<file path="src/rtl/dmem_rmw_responder.sv">
// Data-memory responder: serves byte-enabled loads/stores from a word-wide RAM
// that lacks lane write enables, merging sub-word stores by read-modify-write.
//
// state | meaning
// IDLE  | ready; loads/partial stores issue their RAM read, full-word stores write directly
// LOAD  | RAM read data arriving; captured into rsp_rdata
// MERGE | RAM read data arriving; merged lanes written back to the latched address
module dmem_rmw_responder #(
    parameter int ADR_W   = 12,
    parameter int RAM_LAT = 1
) (
    input  logic             clk,
    input  logic             rst_n,
    input  logic             req_valid,
    output logic             req_ready,
    input  logic [ADR_W-1:0] req_adr,
    input  logic [3:0]       req_we,
    input  logic [31:0]      req_wdata,
    output logic             rsp_valid,
    output logic [31:0]      rsp_rdata,
    output logic             ram_en,
    output logic             ram_wr,
    output logic [ADR_W-1:0] ram_adr,
    output logic [31:0]      ram_wdata,
    input  logic [31:0]      ram_rdata
);

    // The LOAD/MERGE sequencing assumes read data arrives exactly one cycle after the strobe.
    if (RAM_LAT != 1) begin : g_bad_ram_lat
        $error("dmem_rmw_responder: only RAM_LAT == 1 is supported");
    end

    typedef enum logic [1:0] {
        IDLE  = 2'd0,
        LOAD  = 2'd1,
        MERGE = 2'd2
    } state_t;

    state_t             state, state_nxt;
    logic [ADR_W-1:0]   adr_q;
    logic [3:0]         we_q;
    logic [31:0]        wdata_q;
    logic               accept;
    logic               is_load;
    logic               is_full;

    assign accept  = req_valid && (state == IDLE);
    assign is_load = (req_we == 4'b0000);
    assign is_full = (req_we == 4'b1111);

    always_ff @(posedge clk or negedge rst_n) begin
        if (!rst_n) begin
            state     <= IDLE;
            adr_q     <= '0;
            we_q      <= '0;
            wdata_q   <= '0;
            rsp_valid <= 1'b0;
            rsp_rdata <= '0;
        end else begin
            state     <= state_nxt;
            rsp_valid <= (state == LOAD);
            if (state == LOAD) begin
                rsp_rdata <= ram_rdata;
            end
            if (accept && !is_full) begin
                adr_q <= req_adr;
            end
            if (accept && !is_load && !is_full) begin
                we_q    <= req_we;
                wdata_q <= req_wdata;
            end
        end
    end

    always_comb begin
        state_nxt = state;
        req_ready = 1'b0;
        ram_en    = 1'b0;
        ram_wr    = 1'b0;
        ram_adr   = adr_q;
        ram_wdata = wdata_q;
        unique case (state)
            IDLE: begin
                req_ready = 1'b1;
                ram_adr   = req_adr;
                ram_wdata = req_wdata;
                if (req_valid) begin
                    ram_en = 1'b1;
                    if (is_full) begin
                        ram_wr = 1'b1;
                    end else if (is_load) begin
                        state_nxt = LOAD;
                    end else begin
                        state_nxt = MERGE;
                    end
                end
            end
            LOAD: begin
                state_nxt = IDLE;
            end
            MERGE: begin
                ram_en = 1'b1;
                ram_wr = 1'b1;
                for (int i = 0; i < 4; i++) begin
                    ram_wdata[8*i +: 8] = we_q[i] ? wdata_q[8*i +: 8] : ram_rdata[8*i +: 8];
                end
                state_nxt = IDLE;
            end
            default: begin
                state_nxt = IDLE;
            end
        endcase
    end

endmodule

</file>
<file path="config.mk">
export PLATFORM = sky130hd
export DESIGN_NAME = dmem_rmw_responder
export DESIGN_NICKNAME = d
export VERILOG_FILES = /design/src/rtl/dmem_rmw_responder.sv
export SDC_FILE = /design/constraint.sdc
export NUM_CORES = 1
export LEC_CHECK = 0
export CORE_MARGIN = 3
export CORE_UTILIZATION = 40
export CTS_BUF_LIST = sky130_fd_sc_hd__clkbuf_8
export DETAILED_ROUTE_END_ITERATION = 16
export GPL_TIMING_DRIVEN = 0
export PLACE_DENSITY_LB_ADDON = 0.05
export REMOVE_ABC_BUFFERS = 1
export SLEW_MARGIN = 20
export SYNTH_ARGS = -nofsm -noshare
export SYNTH_HDL_FRONTEND = slang
export SYNTH_SLANG_ARGS = --single-unit
</file>
<file path="constraint.sdc">
create_clock -name clk -period 1.5 [get_ports clk]
set_clock_uncertainty 0.15 [all_clocks]
set_input_delay 0.15 -clock clk [delete_from_list [all_inputs] [get_ports clk]]
set_output_delay 0.15 -clock clk [all_outputs]
set_load 0.01 [all_outputs]
</file>
**Yosys cells after proc, flatten, opt, wreduce, memory -nomap -nowiden**

Index checks and enable logic that the tools add are counted.

- Flip-flop bits (word level): 83
- Input bits: 83
- Output and inout port bits: 80
- Word-level logic and storage cells: 36

- Eq/ne operators: 5
- Muxes and demuxes: 16
- Reductions and logical operators: 9

Operators with widths:

| operator | number |
|---|---|
| $pmux 32 s2 | 1 |
| $mux 8 | 4 |
| $mux 12 | 1 |
| $mux 2 | 4 |
| $eq 4x4->1 const B | 1 |
| $logic_and 1x1->1 | 4 |
| $logic_not 4->1 | 1 |
| $mux 1 | 4 |
| $ne 2x2->1 const B | 2 |
| $pmux 1 s2 | 2 |
| $eq 2x1->1 const B | 1 |
| $eq 2x2->1 const B | 1 |
| $logic_not 1->1 | 2 |
| $logic_not 2->1 | 1 |
| $reduce_and 2->1 | 1 |

**Logic depth before layout (Yosys ltp)**

- Word-level depth: 5
- Depth in mapped cells: 5
- Depth with buffers taken out: 3

**Least setup slack after synthesis**

OpenSTA, ideal clock, no wires.

- Path type: flip-flop to output port
- Start point: register state[0]
- End point: output port ram_wdata[10]
- Arrival time: 1340 ps
- Required time: 1200 ps
- Slack: -140 ps
- Stages on the path, launching flop included: 6
- Path buffers: 2
- Cells stage by stage: dfrtp_1 > nor2_2 > buf_2 > buf_1 > a22oi_1 > o21ai_0

- Cells in the longest elaborated chain, start to end: 2

Ends and longest elaborated chain:

| item | line | text |
|---|---|---|
| from (decl) | 39 | `state_t state, state_nxt;` |
| from (signal assigned) | 60 | `state <= state_nxt;` |
| $eq 2x2->1 or $logic_not 2->1 (tied branches) | 82 | `unique case (state)` |
| $pmux 32 s2 * | 82 |  |
| to (decl) | 24 | `output logic [31:0] ram_wdata,` |

Every way passes the cells marked *; elsewhere a longest branch is shown, timed or not.

**Final worst setup path**

- Start point: register state[0]
- End point: output port ram_adr[3]

- Cells in the longest elaborated chain, start to end: 2

Ends and longest elaborated chain:

| item | line | text |
|---|---|---|
| $logic_not 2->1 | 82 |  |
| $mux 12 | 82 |  |
| to (decl) | 23 | `output logic [ADR_W-1:0] ram_adr,` |

No other way between the ends.

==> flow_summary_export.csv <==
group,metric,value,unit
floorplanning,fp.dieW,105.8,µm
critical_path,critPathSlowestCell,"dfrtp_4",
floorplanning,core_area,0.009459,mm²
pwr,total_power,7.869,mW
layout,drive_gt1_frac,0.5184,
global_route,grt_pass1_wl,21940,µm
global_route,antenna_found_initial,0,
clock_tree,clk-insertion-delay-late,0.35,ns
global_route,grt_use_total,0.2519,
critical_path,crit_arrival,1.88,ns
critical_path,crit_chain,"buf_16 -> nor2_4 -> buf_12 -> buf_16 -> mux2_4 -> buf_6",
synth,synth_area_leaders,"dfrtp_1 52%, mux2_2 25%, a22oi_1 12%",
synth,synth_common_cells,"89 x mux2_2, 83 x dfrtp_1, 64 x a22oi_1",
critical_path,slowest_delay,0.52,ns
synth,synth_seq_cells,83,
sta,tightest_slew,0.5770,ns
pwr,power.density,1097,mW/mm²
sta,setup_viol,130,
critical_path,cp_num_buf_inv,4,
synth,synth_ff_type,"dfrtp_1",
detailed_routing,first_pass_iters,4,
detailed_routing,route.detailed.drc,0,
clock_tree,cts.path.max_buffers,2,
sta,setup_ws,-0.6786,ns
layout,num-fill-cells,639,
clock_tree,h-tree-depth,3,
pwr,p_leak,3.247,nW
synth,yosysTopAreaCellShare,0.5218,
layout,multi_input_area,0.002192,mm²
detailed_routing,via_per_inst,5.533,
pwr,irDropWorstVdd,0.6658,mV
clock_tree,path_clk_slew,0.09,ns
synth,syn_inst,313,
detailed_routing,ant_nets,0,
detailed_routing,routed_wl,14690,µm
synth,async_reset_ff_frac,1.000,
detailed_routing,drt_iter0_markers,169,
global_route,grt_overflow,0,
run_status,violations,"negative setup slack",
critical_path,critPathCaptureType,"output pin",
sta,timing_hold_violations_final,0,
floorplanning,die-area,0.01118,mm²
synth,yosysMostFrequentCell,"mux2_2",
synth,syn_area_per_cell,12.72,µm²
clock_tree,cts_sinks,83,
clock_tree,cts_made_buffers,9,
sta,maxSlewViolCount,0,
place,port_buffers,162,
sta,rsz0062_at_grt,"true",
layout,area_growth,80.23,%
sta,max_slew_margin,0.6153,
run,cap_violations,0,
place,dp_hpwl,7764,µm
global_route,grt_pass1_vias,3926,
sta,max_freq,459.0,MHz
synth,synth-edff-count,0,
floorplanning,dieHeight,105.8,µm
synth,yosysWarnings,0,
synth,seq_area_frac_synth,0.5218,
run_status,outcome,"finished, violations left",
clock_tree,cts-root-buf,"clkbuf_8",
sta,min_period,2.179,ns
critical_path,worst_setup_path_start_kind,"register",
critical_path,path_delay_family,"buffers and inverters",
critical_path,crit_top_cell,"buf_16",
floorplanning,pin_count,163,
place,gp_congestion,0.7559,
place,pre_cts_ws,-1.533,ns
synth,yosys.area.top_type,"dfrtp_1",
floorplanning,num_rows,35,
detailed_routing,wire_per_inst,21.79,µm
clock_tree,tritoncts,"done",
worst_hold_path,hp-class,"in2async",
floorplanning,initial_utilization,0.4208,
critical_path,crit_fanout,7,
global_route,grt_max_degree,45,
synth,synth_cell_types,20,
critical_path,critPathKind,"reg2out",
layout,nets,623,
critical_path,critical_path_required,1.20,ns
layout,utilization,0.7583,
layout,final_area,0.007173,mm²
place,placed_area,0.005756,mm²
layout,regArea,0.002082,mm²
sta,period_share,1.452,
synth,syn_area,0.003980,mm²
detailed_routing,num_vias,3729,
==> sequential cells by signal, summed over array words and instances (netlist names) <==
register   flops
adr_q         12
rsp_rdata     32
rsp_valid      1
state          2
wdata_q       32
we_q           4
==> area by class of cell <==
| class | instances | area share |
|---|---|---|
| Multi-Input combinational cell | 205 | 0.3056 |
| Timing Repair Buffer | 235 | 0.3450 |
| Clock buffer | 9 | 0.01727 |
| Antenna cell | 1 | 0.0003489 |
| Sequential cell | 83 | 0.2902 |
| Clock inverter | 6 | 0.01483 |
| Inverter | 5 | 0.003140 |
| Tap cell | 129 | 0.02250 |
| Timing Repair inverter | 1 | 0.001047 |
==> power breakdown <==
group          switching, mW  internal, mW  total, mW
Clock                  0.852          1.09       1.94
Sequential             0.396          2.70       3.10
Combinational           1.13          1.70       2.83
==> layout by cell type (no fill, tap or decap), types with 2 or more instances in the layout <==
cell type,instances
buf_8,2
bufinv_16,3
nor2_4,7
buf_6,45
buf_2,34
a22oi_2,36
clkbuf_16,3
clkinvlp_4,3
nand3_4,2
clkdlybuf4s50_1,80
nand4_4,2
o21ai_1,32
inv_1,4
clkbuf_8,9
mux2_2,63
dlymetal6s2s_1,7
buf_12,13
buf_4,17
buf_16,5
dfrtp_1,81
a22oi_1,28
mux2_4,28
dlygate4sd2_1,27
==> what timing repair did <==
| action | in CTS | in global routing |
|---|---|---|
| setup endpoints to repair | 163 | 137 |
| gates cloned | 11 | 3 |
| hold endpoints to repair | 39 | 0 |
| hold buffers | 1 | 0 |
| pin swaps | 14 | 29 |
| setup buffers | 52 | 11 |
| resized for setup | 350 | 72 |
==> cell families (layout without fill, tap and decap cells) <==
kind of cell	count (synthesis)	in the layout	share of synthesized area
other	0	1	0
buffers and inverters	28	256	0.03395
AO/OA/AOI/OAI	99	99	0.1657
flip-flops	83	83	0.5218
AND/OR/NAND/NOR	12	15	0.02106
multiplexers	91	91	0.2575
==> final timing paths <==
kind	startpoint	endpoint	slack, ns	cells past startpoint
min	rst_n	rsp_rdata[28]$_DFFE_PN0P_	0.16	2
max	state[0]$_DFFE_PN0P_	ram_adr[3]	-0.68	6
max in group asynchronous	rst_n	state[1]$_DFFE_PN0P_	0.40	3
min reg2reg	rsp_rdata[18]$_DFFE_PN0P_	rsp_rdata[18]$_DFFE_PN0P_	0.35	1
max reg2reg	state[0]$_DFFE_PN0P_	wdata_q[21]$_DFFE_PN0P_	-0.54	8
min in group clk	req_adr[11]	adr_q[11]$_DFFE_PN0P_	0.29	2
==> metal layers <==
layer | GRT usage | vias to the layer above | share of wire
li1 | - | 1662 | -
met1 | 0.3243 | 1896 | 0.42
met2 | 0.4217 | 154 | 0.49
met3 | 0.07348 | 17 | 0.076
met4 | 0.05550 | 0 | 0.013
met5 | 0 | - | 0
==> stage by stage <==
stage / cells / setup TNS, ns / hold slack [ns]
after CTS: 664 / -57.53 / 0.1905
final: 674 / -63.20 / 0.1608
after floorplan: 290 / -172.53 / -0.2956
after global placement: 581 / -622.68 / 0.3350
after detailed placement: 585 / -155.74 / 0.02428
after global routing: 673 / -69.59 / 0.2071
(Power assumes the default switching activity.)
